## config.mk

```make
export PLATFORM = sky130hd
export DESIGN_NAME = adc083000_cfg_seq
export DESIGN_NICKNAME = d
export VERILOG_FILES = /design/src/rtl/adc083000_cfg_pkg.sv /design/src/rtl/adc083000_cfg_fifo.sv /design/src/rtl/adc083000_cfg_seq.sv
export SDC_FILE = /design/constraint.sdc
export NUM_CORES = 1
export LEC_CHECK = 0
export BUFFER_PORTS_ARGS = -buffer_cell sky130_fd_sc_hd__buf_2
export CAP_MARGIN = 20
export CORE_MARGIN = 10
export CORE_UTILIZATION = 35
export CTS_CLUSTER_DIAMETER = 30
export DETAILED_ROUTE_END_ITERATION = 10
export GPL_ROUTABILITY_DRIVEN = 0
export SLEW_MARGIN = 0
export SYNTH_ARGS = -nofsm -noshare
export SYNTH_HDL_FRONTEND = slang
export SYNTH_SLANG_ARGS = --single-unit
export TNS_END_PERCENT = 1
```

## constraint.sdc

```tcl
create_clock -name sys_clk -period 3.7 [get_ports sys_clk]
set_input_delay 0.37 -clock sys_clk [delete_from_list [all_inputs] [get_ports sys_clk]]
set_output_delay 0.37 -clock sys_clk [all_outputs]
set_load 0.05 [all_outputs]
```

## src/rtl/adc083000_cfg_pkg.sv

```systemverilog
// Shared types and constants for the ADC083000 configuration sequencer.
//   state_e   : sequencer FSM states
//   cmd_t     : buffered software command {mask, addr, data}
//   cmd_word  : builds the 32-bit sdata_bus control word from a command
package adc083000_cfg_pkg;

  typedef enum logic [1:0] {
    IDLE = 2'd0,
    TRIG = 2'd1,
    WAIT = 2'd2
  } state_e;

  localparam int unsigned TRIG_BIT = 24;
  localparam int unsigned MASK_LSB = 25;
  localparam int unsigned ADDR_LSB = 16;
  localparam int unsigned CMD_W    = 22;
  localparam int unsigned WORD_W   = 32;

  // Trigger low, both chip masks high: chip-selects follow idle-high chip_sel.
  localparam logic [WORD_W-1:0] IDLE_WORD = 32'h0600_0000;

  typedef struct packed {
    logic [1:0]  mask;
    logic [3:0]  addr;
    logic [15:0] data;
  } cmd_t;

  function automatic logic [WORD_W-1:0] cmd_word(input cmd_t c, input logic trig);
    logic [WORD_W-1:0] w;
    w                   = '0;
    w[MASK_LSB +: 2]    = c.mask;
    w[TRIG_BIT]         = trig;
    w[ADDR_LSB +: 4]    = c.addr;
    w[15:0]             = c.data;
    return w;
  endfunction

endpackage

```

## src/rtl/adc083000_cfg_fifo.sv

```systemverilog
// Synchronous first-word fall-through FIFO.
//   clk_i, rst_i      : clock, synchronous active-high reset
//   push_i, wdata_i   : write strobe and data (ignored when full)
//   pop_i             : read strobe (ignored when empty)
//   rdata_o           : head entry, valid whenever !empty_o
//   full_o, empty_o   : status
//   level_o           : number of stored entries (registered)
module adc083000_cfg_fifo #(
  parameter int unsigned DEPTH = 8,
  parameter int unsigned WIDTH = 22
) (
  input  logic                     clk_i,
  input  logic                     rst_i,
  input  logic                     push_i,
  input  logic [WIDTH-1:0]         wdata_i,
  input  logic                     pop_i,
  output logic [WIDTH-1:0]         rdata_o,
  output logic                     full_o,
  output logic                     empty_o,
  output logic [$clog2(DEPTH):0]   level_o
);

  localparam int unsigned AW = $clog2(DEPTH);
  localparam int unsigned LW = AW + 1;

  logic [WIDTH-1:0] mem_q [DEPTH];
  logic [AW-1:0]    wr_ptr_q;
  logic [AW-1:0]    rd_ptr_q;
  logic [LW-1:0]    level_q;
  logic             do_push;
  logic             do_pop;

  assign full_o  = (level_q == LW'(DEPTH));
  assign empty_o = (level_q == '0);
  assign do_push = push_i & ~full_o;
  assign do_pop  = pop_i & ~empty_o;
  assign rdata_o = mem_q[rd_ptr_q];
  assign level_o = level_q;

  // Pointers wrap naturally because DEPTH is a power of two.
  always_ff @(posedge clk_i) begin
    if (rst_i) begin
      wr_ptr_q <= '0;
      rd_ptr_q <= '0;
      level_q  <= '0;
    end else begin
      if (do_push) wr_ptr_q <= wr_ptr_q + AW'(1);
      if (do_pop)  rd_ptr_q <= rd_ptr_q + AW'(1);
      level_q <= level_q + LW'(do_push) - LW'(do_pop);
    end
  end

  // Storage needs no reset; only entries below level are ever read.
  always_ff @(posedge clk_i) begin
    if (do_push) mem_q[wr_ptr_q] <= wdata_i;
  end

endmodule

```

## src/rtl/adc083000_cfg_seq.sv

```systemverilog
// Command sequencer driving the ADC083000 serial-control word.
//   sys_clk, reset             : clock, synchronous active-high reset
//   cmd_valid/cmd_ready        : command handshake (ready = FIFO not full)
//   cmd_addr/cmd_data/cmd_mask : register address, data, chip mask
//   sdata_bus                  : control word {mask, trigger, addr, data}
//   busy                       : FSM active or commands pending
//   fifo_level                 : entries buffered
//   drop_cnt                   : saturating count of mask==0 commands dropped
module adc083000_cfg_seq
  import adc083000_cfg_pkg::*;
#(
  parameter int unsigned DEPTH       = 8,
  parameter int unsigned TRIG_CYCLES = 64,
  parameter int unsigned WAIT_CYCLES = 640
) (
  input  logic                    sys_clk,
  input  logic                    reset,
  input  logic                    cmd_valid,
  output logic                    cmd_ready,
  input  logic [3:0]              cmd_addr,
  input  logic [15:0]             cmd_data,
  input  logic [1:0]              cmd_mask,
  output logic [31:0]             sdata_bus,
  output logic                    busy,
  output logic [$clog2(DEPTH):0]  fifo_level,
  output logic [7:0]              drop_cnt
);

  localparam int unsigned CNT_MAX = (TRIG_CYCLES > WAIT_CYCLES) ? TRIG_CYCLES : WAIT_CYCLES;
  localparam int unsigned CNT_W   = (CNT_MAX > 1) ? $clog2(CNT_MAX) : 1;

  state_e             state_q, state_d;
  logic [CNT_W-1:0]   cnt_q, cnt_d;
  logic [WORD_W-1:0]  word_q, word_d;
  logic [7:0]         drop_q, drop_d;

  logic               fifo_full;
  logic               fifo_empty;
  logic               fifo_pop;
  logic [CMD_W-1:0]   fifo_rdata;
  cmd_t               wr_cmd;
  cmd_t               head;

  assign wr_cmd = '{mask: cmd_mask, addr: cmd_addr, data: cmd_data};
  assign head   = cmd_t'(fifo_rdata);

  adc083000_cfg_fifo #(
    .DEPTH (DEPTH),
    .WIDTH (CMD_W)
  ) u_fifo (
    .clk_i   (sys_clk),
    .rst_i   (reset),
    .push_i  (cmd_valid & cmd_ready),
    .wdata_i (wr_cmd),
    .pop_i   (fifo_pop),
    .rdata_o (fifo_rdata),
    .full_o  (fifo_full),
    .empty_o (fifo_empty),
    .level_o (fifo_level)
  );

  // State register.
  always_ff @(posedge sys_clk) begin
    if (reset) begin
      state_q <= IDLE;
      cnt_q   <= '0;
      word_q  <= IDLE_WORD;
      drop_q  <= '0;
    end else begin
      state_q <= state_d;
      cnt_q   <= cnt_d;
      word_q  <= word_d;
      drop_q  <= drop_d;
    end
  end

  // Next-state: one shared down-counter times both the trigger and the frame wait.
  always_comb begin
    state_d  = state_q;
    cnt_d    = cnt_q;
    word_d   = word_q;
    drop_d   = drop_q;
    fifo_pop = 1'b0;
    unique case (state_q)
      IDLE: begin
        if (!fifo_empty) begin
          fifo_pop = 1'b1;
          if (head.mask != 2'b00) begin
            word_d  = cmd_word(head, 1'b1);
            cnt_d   = CNT_W'(TRIG_CYCLES - 1);
            state_d = TRIG;
          end else if (drop_q != 8'hFF) begin
            drop_d = drop_q + 8'd1;
          end
        end
      end
      TRIG: begin
        if (cnt_q == '0) begin
          word_d[TRIG_BIT] = 1'b0;
          cnt_d            = CNT_W'(WAIT_CYCLES - 1);
          state_d          = WAIT;
        end else begin
          cnt_d = cnt_q - CNT_W'(1);
        end
      end
      WAIT: begin
        if (cnt_q == '0) begin
          word_d  = IDLE_WORD;
          state_d = IDLE;
        end else begin
          cnt_d = cnt_q - CNT_W'(1);
        end
      end
      default: state_d = IDLE;
    endcase
  end

  assign sdata_bus = word_q;
  assign drop_cnt  = drop_q;
  assign cmd_ready = ~fifo_full;
  assign busy      = (state_q != IDLE) | ~fifo_empty;

endmodule
```

Word level (Yosys, flattened, before mapping)
Memory sizes are Yosys's and may differ from the RTL's. A register that Yosys moved wholly into a read port is not among the register bits. Cells that the tools add are included.

Memories kept: 1. Bits in registers: 62. Output and inout bits: 46. Logic and storage cells: 66. Bits in writable memories: 176.

Add/subtract/negate cells: 6. Reductions and logical operators: 12. Mux-type cells: 23. Bitwise gates (word level): 7. Eq/ne operators: 9.

Memories: u_fifo.mem_q (words 8, width 22, rd ports 1, clocked after Yosys merged registers in 1, wr ports 1, RTL line adc083000_cfg_fifo.sv:26) `logic [WIDTH-1:0] mem_q [DEPTH];`.

Operators with widths (count): $mux 32 (3); $pmux 24 s2 (1); $mux 10 (4); $pmux 10 s3 (1); $reduce_and 4->1 (4); $pmux 7 s2 (1); $logic_not 10->1 (1); $ne 2x2->1 const B (5); $sub 10x1->10 const B (1); $add 8x1->8 const B (1); $mux 2 (4); $ne 8x8->1 const B (1); $add 3x1->3 const B (2); $mux 3 (2); $pmux 2 s3 (1); $reduce_bool 2->1 (3); $mux 1 (5); $reduce_and 5->1 (1); $add 4x1->4 (1); $eq 4x4->1 const B (1); $logic_not 4->1 (1); $sub 4x1->4 (1); $and 1x1->1 (3); $not 1->1 (3); 6 further kinds (6).

Logic depth before layout (Yosys ltp)
Word-level depth: 6. Mapped depth: 12. Mapped depth without buffers: 12.

Hierarchy
A second synthesis with hierarchy kept.

Cell total of the unflattened synthesis: 548. Area total of the unflattened synthesis: 9470.3 sq um.

Modules (own cells, without submodules): adc083000_cfg_fifo (area each 7479.7 sq um, cells an instance 335, times used 1); adc083000_cfg_seq (area each 1990.7 sq um, cells an instance 213, times used 1).

Worst setup path after synthesis
OpenSTA, ideal clock, no wires.

Path kind: register -> register. From: register u_fifo.level_q[2], in the netlist u_fifo.level_o[2]. To: memory u_fifo.mem_q[0][0] (enable). Library setup time: 0.429 ns. Cell stages (with the launch flop): 6. Path buffers: 0. Data arrival time: 3.031 ns. Period minus slack after synthesis: 3.460 ns. Setup slack: 0.240 ns. Data required time: 3.271 ns. Cell sequence: dfxtp_1 -> inv_1 -> ha_1 -> a21boi_1 -> nand2b_1 -> nor3_1.

Longest elaborated chain between the ends: 6.

Ends and longest elaborated chain: start, declared (RTL line adc083000_cfg_fifo.sv:29) `logic [LW-1:0] level_q;`; start signal, assigned (RTL line adc083000_cfg_fifo.sv:49) `level_q <= level_q + LW'(do_push) - LW'(do_pop);`; $eq 4x4->1 (*) (RTL line adc083000_cfg_fifo.sv:33) `assign full_o = (level_q == LW'(DEPTH));`; $not 1->1 (*) (RTL line adc083000_cfg_fifo.sv:35, adc083000_cfg_seq.sv:120); $and 1x1->1 (RTL line adc083000_cfg_seq.sv:53) `.push_i (cmd_valid & cmd_ready),`; $and 1x1->1 (*) (RTL line adc083000_cfg_fifo.sv:35) `assign do_push = push_i & ~full_o;`; $mux 1 (*) (RTL line adc083000_cfg_fifo.sv:55) `if (do_push) mem_q[wr_ptr_q] <= wdata_i;`; $mux 1 (not written as such) (*) (RTL line adc083000_cfg_fifo.sv:55); end, declared (RTL line adc083000_cfg_fifo.sv:26).

Every way passes the cells marked *; elsewhere a longest branch is shown, timed or not.

Worst setup path after layout
From: register cnt_q[0]. To: register cnt_q[7].

Longest elaborated chain between the ends: 3.

Ends and longest elaborated chain: start, declared (RTL line adc083000_cfg_seq.sv:33) `logic [CNT_W-1:0] cnt_q, cnt_d;`; start signal, assigned (RTL line adc083000_cfg_seq.sv:71) `cnt_q <= cnt_d;`; $sub 10x1->10 or $logic_not 10->1 (tied branches); $mux 10 (tied with other cells) (RTL line adc083000_cfg_seq.sv:107) `if (cnt_q == '0) begin`; $pmux 10 s3 or $reduce_and 4->1 (tied branches).

Parallel ways exist; a longest one is shown, timed or not. The select of a mux whose other input is x is not followed. A chain may end at the register's enable or synchronous reset.

==> summary.md <==
| Metric | Value |
|---|---|
| Critical path's largest stage delay | `0.68 ns` |
| Die ar. | `34200 sq um` |
| Clock root cell | `clkbuf_16` |
| Synth cell types | `54` |
| Worst-path fanout max | `11` |
| #FFs+latches synth | `232` |
| Crit path required time | `4.14 ns` |
| Unrepaired setup endpoints after global routing | `no` |
| Chip Width | `185 um` |
| Dominant cell type by area after synthesis | `edfxtp_1` |
| Drt via density | `5.03` |
| Final Setup Violations | `0` |
| Core Util, Final | `44.2%` |
| Total wire length | `20000 um` |
| Hold Crit Class | `in -> reg` |
| Worst Slack Setup Final | `0.924 ns` |
| Max Cap Viol | `0` |
| TritonCTS Sinks | `232` |
| Initial antenna violation count | `3` |
| Min Tclk post-route | `2.78 ns` |
| Vias in the first global route | `5785` |
| Leakage | `4.12 nW` |
| PostCTS Resize Cnt | `0` |
| Clock Skew | `0.0274 ns` |
| Top cell type's share of synthesized area | `55.6%` |
| Dpl cell area | `10200 sq um` |
| Slew headroom | `34.0%` |
| Ys async rst share | `0%` |
| Number of synthesized flops with an enable pin | `176` |
| Synthesized area per cell | `15.7 sq um` |
| Hold-fix buffers, CTS | `0` |
| DP Wirelength | `12200 um` |
| Skew-Pair Late Insertion Delay | `0.54 ns` |
| H-tree depth | `2` |
| Via count | `5449` |
| Register area share after synthesis | `67.4%` |
| Synth Warn # | `0` |
| Routed len/inst | `18.5 um` |
| DR iter-0 viols | `292` |
| Outcome | `finished, final reports clean` |
| Gr usage total | `11.9%` |
| Setup crit start kind | `register` |
| Synth Flop Type | `edfxtp_1` |
| Number of nets in the layout | `740` |
| Reg clk slew, reported paths | `0.05 ns` |
| DRC | `0` |
| Synth cell count leaders | `edfxtp_1 (176), dfxtp_1 (56), mux4_2 (44), nor2_1 (38), a21oi_1 (35)` |
| Worst-path cell chain | `inv_1, ha_1, or4b_1, or3_1, o21ai_1, o311ai_0, o41ai_1` |
| Peak supply drop | `0.379 mV` |
| Fin. Hold Viols | `0` |
| Count leader, synth | `edfxtp_1` |
| Worst-margin pin slew | `0.990 ns` |
| TritonCTS clock tree | `yes` |
| DRT Pass-1 Iters | `6` |
| Combined buffer and inverter count along the critical path | `1` |
| IO Port Bufs | `61` |
| IO Pins | `71` |
| PwrDens | `895 nW/um^2` |
| Die Y | `185 um` |
| CP max-delay cell | `o21ai_1` |
| Synth top area cells | `edfxtp_1 (56%), dfxtp_1 (12%), mux4_2 (10%)` |
| Starting Density | `35.4%` |
| CTS Buf Count | `48` |
| Core ar. | `26900 sq um` |
| Critical Path AT | `3.21 ns` |
| Row Count | `60` |
| CP delay by family, top | `simple AND/OR/NAND/NOR gates` |
| Largest net degree at the start of global routing | `45` |
| Max clock buf depth | `3` |
| Achievable Freq | `360 MHz` |
| Area grow syn2layout | `25.0%` |
| Crit end category | `register` |
| Overflow after GRT | `0` |
| Final Slew Violations | `0` |
| Power, Total | `0.0106 W` |
| Global-route wire length before repair | `32100 um` |
| Fin Setup TNS | `0 ns` |
| Period utilisation layout | `75.0%` |
| Kind of critical path | `reg -> reg` |
| Post-CTS Setup Bufs | `0` |
| Finished Cell Area | `11900 sq um` |
| Pre-CTS setup slack | `0.891 ns` |
| Cells after Synth | `606` |
| Detail Route Antenna Nets | `0` |
| Proportion of layout cells with a drive suffix above 1 | `29.8%` |
| Synthesized area | `9510 sq um` |
layout make-up:
type | count | area, sq um
Tap cell | 341 | 427
Sequential cell | 232 | 6410
Multi-Input combinational cell | 324 | 2870
Clock inverter | 38 | 467
Timing Repair Buffer | 78 | 433
Clock buffer | 51 | 1210
Antenna cell | 3 | 7.51
Fill cell | 2381 | 15000
Inverter | 16 | 60.1
through the flow:
stage / instances / hold WS, ns
after floorplan: 614 / 0.454
after CTS: 1080 / 0.0793
after global routing: 1081 / 0.0951
after global placement: 991 / 0.446
after detailed placement: 991 / 0.456
final: 1083 / 0.101
logic make-up after synthesis:
group	after synthesis	synth area share, %
buffers and inverters	58	3.05
flip-flops	232	67.4
adder cells (fa/ha/maj)	15	2.05
AND/OR/NAND/NOR	143	7.84
multiplexers	73	13.5
AO/OA/AOI/OAI	74	5.19
XOR/XNOR	10	0.921
other	1	0.0394
power breakdown:
part | internal, W | leakage [nW] | total (W) | switching [W]
logic | 0.00105 | 1.26 | 0.00294 | 0.00189
registers | 0.00312 | 2.06 | 0.00333 | 0.000207
clock network | 0.00295 | 0.800 | 0.00437 | 0.00141
total | 0.00712 | 4.12 | 0.0106 | 0.00351
cell usage in the layout (no fill, tap or decap), drive strengths merged, types with 9 or more instances in the layout:
cell type / n
or3: 22
nor4: 9
mux4: 44
buf: 78
dfxtp: 56
nand2: 12
inv: 21
clkbuf: 51
nor3: 10
conb: 9
a21oi: 35
mux2i: 25
o21ai: 10
nor2: 38
edfxtp: 176
nand3: 30
ha: 14
clkinv: 17
sequential cells by signal (all words and copies together), names as in the netlist, named ones only:
register / cells
u_fifo.mem_q: 176
sdata_bus: 23
cnt_q: 10
drop_cnt: 8
u_fifo.level_o: 4
u_fifo.rd_ptr_q: 3
u_fifo.wr_ptr_q: 3
state_q: 2
path summary, 6_finish.rpt:
check	startpoint	end	slack [ns]	depth (start not counted)
worst max-delay path	cnt_q[0]	cnt_q[7]	0.92	7
worst max register to register	cnt_q[0]	cnt_q[7]	0.92	7
worst min register to register	sdata_bus[1]	sdata_bus[1]	0.46	2
worst min-delay path	cmd_addr[0]	u_fifo.mem_q[2][16]	0.10	1
per-layer routing:
metal | part of all wire (%) | global-route usage, % | up-vias
li1 | - | - | 2564
met1 | 43 | 14.7 | 2716
met2 | 49 | 19.9 | 131
met3 | 5.6 | 2.98 | 38
met4 | 2.0 | 3.87 | 0
met5 | 0 | 0 | -
Power figures use the tool's default switching activity.
